[src/rtl/dm_cache_responder.sv]
// Direct-mapped, single-word-line read cache with a req/ack refill port.
// Hits answer one cycle after accept; misses refill from backing memory and then answer.
module dm_cache_responder #(
  parameter int unsigned ADDR_W   = 32,
  parameter int unsigned DATA_W   = 32,
  parameter int unsigned INDEX_W  = 6,
  parameter int unsigned OFFSET_W = 2,
  parameter int unsigned CNT_W    = 16
) (
  input  logic              clk,
  input  logic              rst,
  input  logic              req_valid,
  input  logic [ADDR_W-1:0] req_addr,
  output logic              req_ready,
  output logic              resp_valid,
  output logic [ADDR_W-1:0] resp_addr,
  output logic [DATA_W-1:0] resp_data,
  output logic              resp_hit,
  output logic              mem_req,
  output logic [ADDR_W-1:0] mem_addr,
  input  logic              mem_ack,
  input  logic [DATA_W-1:0] mem_rdata,
  output logic [CNT_W-1:0]  hit_cnt,
  output logic [CNT_W-1:0]  miss_cnt
);

  localparam int unsigned TAG_W = ADDR_W - INDEX_W - OFFSET_W;
  localparam int unsigned LINES = 1 << INDEX_W;

  localparam logic [1:0] ST_IDLE = 2'd0;
  localparam logic [1:0] ST_MISS = 2'd1;
  localparam logic [1:0] ST_FILL = 2'd2;

  logic [1:0]        r_state;
  logic [LINES-1:0]  r_valid;
  logic [TAG_W-1:0]  r_tag  [LINES];
  logic [DATA_W-1:0] r_data [LINES];

  logic              r_resp_valid;
  logic [ADDR_W-1:0] r_resp_addr;
  logic [DATA_W-1:0] r_resp_data;
  logic              r_resp_hit;
  logic              r_mem_req;
  logic [ADDR_W-1:0] r_mem_addr;
  logic [ADDR_W-1:0] r_miss_addr;
  logic [CNT_W-1:0]  r_hit_cnt;
  logic [CNT_W-1:0]  r_miss_cnt;

  logic [TAG_W-1:0]   w_req_tag;
  logic [INDEX_W-1:0] w_req_idx;
  logic [TAG_W-1:0]   w_miss_tag;
  logic [INDEX_W-1:0] w_miss_idx;
  logic               w_hit;
  logic               w_fill;

  assign w_req_tag  = req_addr[ADDR_W-1:INDEX_W+OFFSET_W];
  assign w_req_idx  = req_addr[INDEX_W+OFFSET_W-1:OFFSET_W];
  assign w_miss_tag = r_miss_addr[ADDR_W-1:INDEX_W+OFFSET_W];
  assign w_miss_idx = r_miss_addr[INDEX_W+OFFSET_W-1:OFFSET_W];
  assign w_hit      = r_valid[w_req_idx] && (r_tag[w_req_idx] == w_req_tag);
  assign w_fill     = (r_state == ST_MISS) && mem_ack;

  assign req_ready  = (r_state == ST_IDLE);
  assign resp_valid = r_resp_valid;
  assign resp_addr  = r_resp_addr;
  assign resp_data  = r_resp_data;
  assign resp_hit   = r_resp_hit;
  assign mem_req    = r_mem_req;
  assign mem_addr   = r_mem_addr;
  assign hit_cnt    = r_hit_cnt;
  assign miss_cnt   = r_miss_cnt;

  // Tag/data storage is deliberately not reset; the valid bits alone qualify it.
  always_ff @(posedge clk) begin
    if (w_fill) begin
      r_tag[w_miss_idx]  <= w_miss_tag;
      r_data[w_miss_idx] <= mem_rdata;
    end
  end

  always_ff @(posedge clk or negedge rst) begin
    if (!rst) begin
      r_state      <= ST_IDLE;
      r_valid      <= '0;
      r_resp_valid <= 1'b0;
      r_resp_addr  <= '0;
      r_resp_data  <= '0;
      r_resp_hit   <= 1'b0;
      r_mem_req    <= 1'b0;
      r_mem_addr   <= '0;
      r_miss_addr  <= '0;
      r_hit_cnt    <= '0;
      r_miss_cnt   <= '0;
    end else begin
      r_resp_valid <= 1'b0;
      case (r_state)
        ST_IDLE: begin
          if (req_valid) begin
            if (w_hit) begin
              r_resp_valid <= 1'b1;
              r_resp_hit   <= 1'b1;
              r_resp_data  <= r_data[w_req_idx];
              r_resp_addr  <= req_addr;
              if (r_hit_cnt != '1) r_hit_cnt <= r_hit_cnt + 1'b1;
            end else begin
              r_miss_addr <= req_addr;
              r_mem_req   <= 1'b1;
              r_mem_addr  <= {req_addr[ADDR_W-1:OFFSET_W], {OFFSET_W{1'b0}}};
              if (r_miss_cnt != '1) r_miss_cnt <= r_miss_cnt + 1'b1;
              r_state     <= ST_MISS;
            end
          end
        end
        ST_MISS: begin
          // The response is launched with the fill so it is visible during FILL.
          if (mem_ack) begin
            r_valid[w_miss_idx] <= 1'b1;
            r_mem_req           <= 1'b0;
            r_resp_valid        <= 1'b1;
            r_resp_hit          <= 1'b0;
            r_resp_data         <= mem_rdata;
            r_resp_addr         <= r_miss_addr;
            r_state             <= ST_FILL;
          end
        end
        ST_FILL: r_state <= ST_IDLE;
        default: r_state <= ST_IDLE;
      endcase
    end
  end

endmodule

[config.mk]
export PLATFORM = sky130hd
export DESIGN_NAME = dm_cache_responder
export DESIGN_NICKNAME = d
export VERILOG_FILES = /design/src/rtl/dm_cache_responder.sv
export SDC_FILE = /design/constraint.sdc
export NUM_CORES = 2
export LEC_CHECK = 0
export BUFFER_PORTS_ARGS = -buffer_cell sky130_fd_sc_hd__buf_2
export CORE_MARGIN = 2
export CORE_UTILIZATION = 55
export CTS_CLUSTER_DIAMETER = 60
export DETAILED_ROUTE_END_ITERATION = 8
export PLACE_DENSITY = 0.8
export SLEW_MARGIN = 15
export SYNTH_ARGS = -nofsm -noshare
export SYNTH_HDL_FRONTEND = slang
export SYNTH_SLANG_ARGS = --single-unit
[constraint.sdc]
create_clock -name clk -period 4.8 [get_ports clk]
set_clock_uncertainty 0.1 [all_clocks]
set_input_delay 0.24 -clock clk [delete_from_list [all_inputs] [get_ports clk]]
set_output_delay 0.24 -clock clk [all_outputs]
set_load 0.005 [all_outputs]
# Word-level counts from Yosys, hierarchy flattened
# Memory sizes are Yosys's and may differ from the RTL's.
# Index checks and enable logic that the tools add are counted.
# W data, S select, Z words.
# totals
register_bits,227
latchBits,0
ramBits,3584
romBits,0
input_bits,68
out_inout_bits,132
mem_count,2
# mem_list
name,words,word_bits,read_ports,rd_ports_with_merged_regs,write_ports,line_no,rtl
r_data,64,32,1,0,1,37,logic [DATA_W-1:0] r_data [LINES];
r_tag,64,24,1,0,1,36,logic [TAG_W-1:0] r_tag [LINES];
# classes
n_addsub,2
multipliers,0
n_div,0
magnitude_cmp,3
n_eq_ne,8
shifts,0
mux,29
n_bitwise,2
reduce_logical,12
# op_table
operator,n
$mux W32,6
$pmux W32 S2,2
$or A64 B64 Y64,1
$add A16 B1 Y16 const B,2
$ne A16 B16 Y1 const B,2
$eq A24 B24 Y1,1
$reduce_and A4 Y1,4
$lt A6 B7 Y1 const B,2
$mux W1,12
$bmux W1 S6,1
$demux W1 S6,1
$ge A6 B1 Y1 const B,1
$mux W2,3
$ne A2 B2 Y1 const B,3
$pmux W1 S2,3
$reduce_and A3 Y1,2
$pmux W2 S2,1
$logic_and A1 B1 Y1,3
$eq A2 B1 Y1 const B,1
$logic_not A2 Y1,1
$ne A2 B1 Y1 const B,1
$reduce_and A2 Y1,1
$reduce_bool A2 Y1,1
$not A1 Y1,1

# Logic depth before layout (Yosys ltp)
# logic_depth
ltp_word,6
ltp_mapped,20
ltp_nobuf,11

# Worst setup path before layout
# No wires, ideal clock.
# synth_path
path_type,reg2reg
startpoint,register r_state[1]
endpoint,memory r_data[29][0] (enable)
setup_ns,0.471
arrival_ns,3.750
required_time_ns,4.229
path_slack_ns,0.479
stages_incl_launch_ff,7
n_path_buf,1
synth_period_minus_slack_ns,4.321
cell_sequence,dfrtp_1 -> nor2b_1 -> clkbuf_1 -> nand2_1 -> nor2_1 -> nand3_1 -> nor2_1
# synth_via
elab_chain_len,4
# synth_lines
item,line_no,rtl
"start, declared",34,logic [1:0] r_state;
"start signal, assigned",83,r_state <= ST_IDLE;
"start signal, assigned",110,r_state <= ST_MISS;
"start signal, assigned",123,r_state <= ST_FILL;
$eq A2 B1 Y1,61,assign w_fill = (r_state == ST_MISS) && mem_ack;
$logic_and A1 B1 Y1,61,
$mux W1,75,if (w_fill) begin
$mux W1 (not written as such),77,r_data[w_miss_idx] <= mem_rdata;
"end, declared",37,
# Every way passes these cells.

# Worst setup path after layout
# layout_path
startpoint,input port req_addr[6]
endpoint,"register r_resp_addr[24], in the netlist resp_addr[24]"
# layout_via
elab_chain_len,5
# layout_lines
item,line_no,rtl
"start, declared",13,"input logic [ADDR_W-1:0] req_addr,"
$mem_v2 Z64 W24 / $bmux W1 S6 (equally long branches),n/a,
$eq A24 B24 Y1 / $mux W1 (equally long branches),60,assign w_hit = r_valid[w_req_idx] && (r_tag[w_req_idx] == w_req_tag);
$logic_and A1 B1 Y1 *,60,
$ne A2 B1 Y1 (no line) *,n/a,
$reduce_and A4 Y1 (no line) *,n/a,
"end signal, assigned",103,r_resp_addr <= req_addr;
"end signal, assigned",122,r_resp_addr <= r_miss_addr;
"end, declared",40,logic [ADDR_W-1:0] r_resp_addr;
# Every way passes the cells marked *; elsewhere a longest branch is shown, timed or not. The select of a mux whose other input is x is not followed.
# A chain may end at the register's enable or synchronous reset.

==> metrics.txt <==
status finished with violations; failing checks DRC; worst r2r path cells 13; Hold Crit Start req_addr[0]; Final Hold Slack 98.14 ps; post-synth cell types 83; power per standard cell area roughly 460 mW/mm2; P&R area growth vs syn 13.76%; top routing layer used met5; nets@finish 7418; Reg clk slew, reported paths 60 ps; PortBufs roughly 200; total grt overflow 0; die area 0.2706 mm2; actual slew at the worst max-slew pin 1218 ps; worst-case clock buffer depth 4; Crit Path Class in -> reg; die width 520.2 um; Async SR Flop Fraction 0.05210; initial antenna violation count 14; gpl congestion between 0.8 and 0.9; Met1 Wirelength 143.1 mm; total wire length 447.6 mm; Max Freq around 210 MHz; CP cell instances dlygate4sd3_1, buf_2, nor2b_1, buf_4, o31ai_1, nor3_1, nor4_1, a2111oi_1, buf_4, nand3_1, or4_4, nor2_4, nand2_4, o21ai_4, buf_12, buf_12, mux2_4; cell taking the most area after synthesis edfxtp_1; VDD IR max 0.3900 mV; Leak 54.96 nW; Hold EP resp_addr[0]; num rows 189; via/cell ratio 7.177; flop-to-flop setup slack about 90 ps; cell count after synthesis 6762; Crit path buffers/inverters 6; Pre-antenna DRT Iters 9; Slew Viols, Final 0; placed cell areas 0.1540 mm2; CTS buffer count 375; worst-skew pair later-pin latency between 900 and 1000 ps; Post-Syn Area 0.1466 mm2; Root Driver clkbuf_16; largest net degree at the start of global routing 170; minimum clock period 4795 ps; Antenna Nets Post-Route 0; DR DRC count 2; Starting Density 0.5529; Seq/Total Area, Yosys 0.7679; CTS tree done; I/O Pins 200; layout cells sized above 1 0.2909; CP max FO 16; critical path data arrival time between 5000 and 6000 ps; post-DP HPWL 223.5 mm; unrepaired setup endpoints after global routing no; fin crit share 0.9990; vias in the first global route just under 80000; Min-Delay Path Class in -> reg; global-route wire length before repair between 600 and 700 mm; Worst setup EP type flop; Synth area leaders edfxtp_1, mux4_2, dfrtp_1; reg2reg start r_tag[7][9]; Die Ht 520.2 um; syn avg cell area between 20 and 25 um2; number of synthesized flops with an enable pin 3584; Critical R2R Capture resp_addr[24]; Startpoint Class primary input; Rel. slew slack 0.1858; WL per Instance about 40 um; design area about 0.17 mm2; setup TNS 0 ps; hold depth 5; met3 wire len 68.45 mm; Final Hold Fails 0; beginning of the critical path req_addr[6]; GRT Total Usage 0.3285; WL met2 around 210 mm; Worst EP required 5440 ps; flops & latches, synth 3781; via count 80360; max-cap violations 0; H-tree Lvls 5; Largest stage delay, worst path 550 ps; CTS sink cnt 3781; drt initial violations 15200; Syn. warnings 0; Largest delay share family, worst path simple AND/OR/NAND/NOR gates; Core Area 0.2651 mm2; Slowest-stage cell, CP a2111oi_1; endpoints failing setup 0; dominant synthesized flop cell edfxtp_1; Yosys top cell area share 0.7343
## per-layer routing
| layer | up-vias | global-route usage |
|---|---|---|
| met3 | 1675 | 0.09540 |
| li1 | 29330 | - |
| met4 | 10 | 0.1758 |
| met2 | 8173 | 0.5035 |
| met1 | 41170 | 0.4293 |
| met5 | - | 0 |
## final cells by class
cell class	count	area [um2]
Antenna cell	11	27.53
Tap cell	3533	4420
Clock buffer	469	9961
Timing Repair Buffer	599	5285
Inverter	9	36.28
Multi-Input combinational cell	2582	32390
Fill cell	16330	98350
Clock inverter	212	2047
Sequential cell	3781	112600
## Yosys cell counts, drive strengths merged, types with 4 or more instances
master / number
a31oi: 38
o21ai: 30
mux2i: 474
nand3b: 6
and2: 8
a22oi: 172
nand2b: 17
xnor2: 29
a22o: 16
nand4: 30
o22ai: 43
a2111oi: 7
mux2: 161
nor2b: 33
nor4: 8
a211oi: 16
clkbuf: 140
or2: 71
or3: 4
nand2: 210
inv: 9
a21oi: 57
o221ai: 5
and3: 10
nor2: 117
nand3: 90
a221oi: 9
dfrtp: 197
a21o: 4
nor3: 32
xor2: 16
edfxtp: 3584
o2111ai: 4
mux4: 820
buf: 251
## report_power, final
group / leakage, nW / internal [mW] / switching [mW]
registers: 34.7 / 38.8 / 1.76
clock network: 5.84 / 16.4 / 12.7
logic: 14.4 / 2.45 / 3.86
## cell usage in the layout (no fill, tap or decap), types with 72 or more instances in the layout
cell type / n
clkbuf_16: 378
a22oi_1: 172
buf_2: 191
buf_4: 253
mux2_2: 111
nand2_1: 209
mux2i_1: 474
clkbuf_1: 75
edfxtp_1: 3584
buf_12: 84
mux4_2: 820
nand3_1: 90
dfrtp_1: 180
clkinv_1: 72
## worst register-to-register path: cells and delay by family (launching register included)
kind | cells | cell delay [ps]
DFF | 1 | 400
and+or+nand+nor | 5 | 1550
muxes | 4 | 1520
AOI/OAI and AO/OA | 2 | 460
buffers and inverters | 2 | 520
## state kept, by name (all words and copies together), names as in the netlist, 2 cells and up
name         flops
miss_cnt        16
r_miss_addr     31
resp_addr       32
r_state          2
resp_data       32
r_valid         64
r_tag         1536
r_data        2048
hit_cnt         16
## cells by family (layout without fill, tap and decap cells)
group	after synthesis	after routing	synth area share
xor+xnor	45	45	0.002689
flops	3781	3781	0.7679
other cells	1	13	0.00002558
fa+ha+maj	2	2	0.0001707
simple gates	644	644	0.02124
buf+inv	400	1289	0.01494
compound gates	434	434	0.02107
mux	1455	1455	0.1720
## what timing repair did
item                                   in CTS  in global routing
resized for setup                           0                  1
buffers inserted                            0                  0
setup endpoints to repair                   0                 33
endpoints found under the hold margin    2200                  0
hold buffers                               67                  0
## worst max path at each step
stage / to / slack, ps / cells after the start
final: resp_addr[24] / 5 / 17
after global placement: resp_data[2] / -260 / 16
after floorplan: r_data[29][0] / 480 / 6
after detailed placement: resp_data[5] / -410 / 16
after global routing: resp_addr[24] / 40 / 14
after CTS: resp_addr[24] / 3 / 14
## metrics by stage
stage / utilization / total power [mW] / setup slack [ps] / instances
global placement: 0.5809 / 46.81 / -261.2 / 10440
detailed placement: 0.5809 / 47.17 / -405.9 / 10440
global route: 0.6289 / 77.52 / 41.71 / 11190
floorplan: - / 43.98 / 478.7 / 6763
finish: 0.6290 / 75.96 / 4.966 / 11200
CTS: 0.6288 / 75.84 / 3.030 / 11180
No activity file was read; power rests on OpenSTA's default activity.
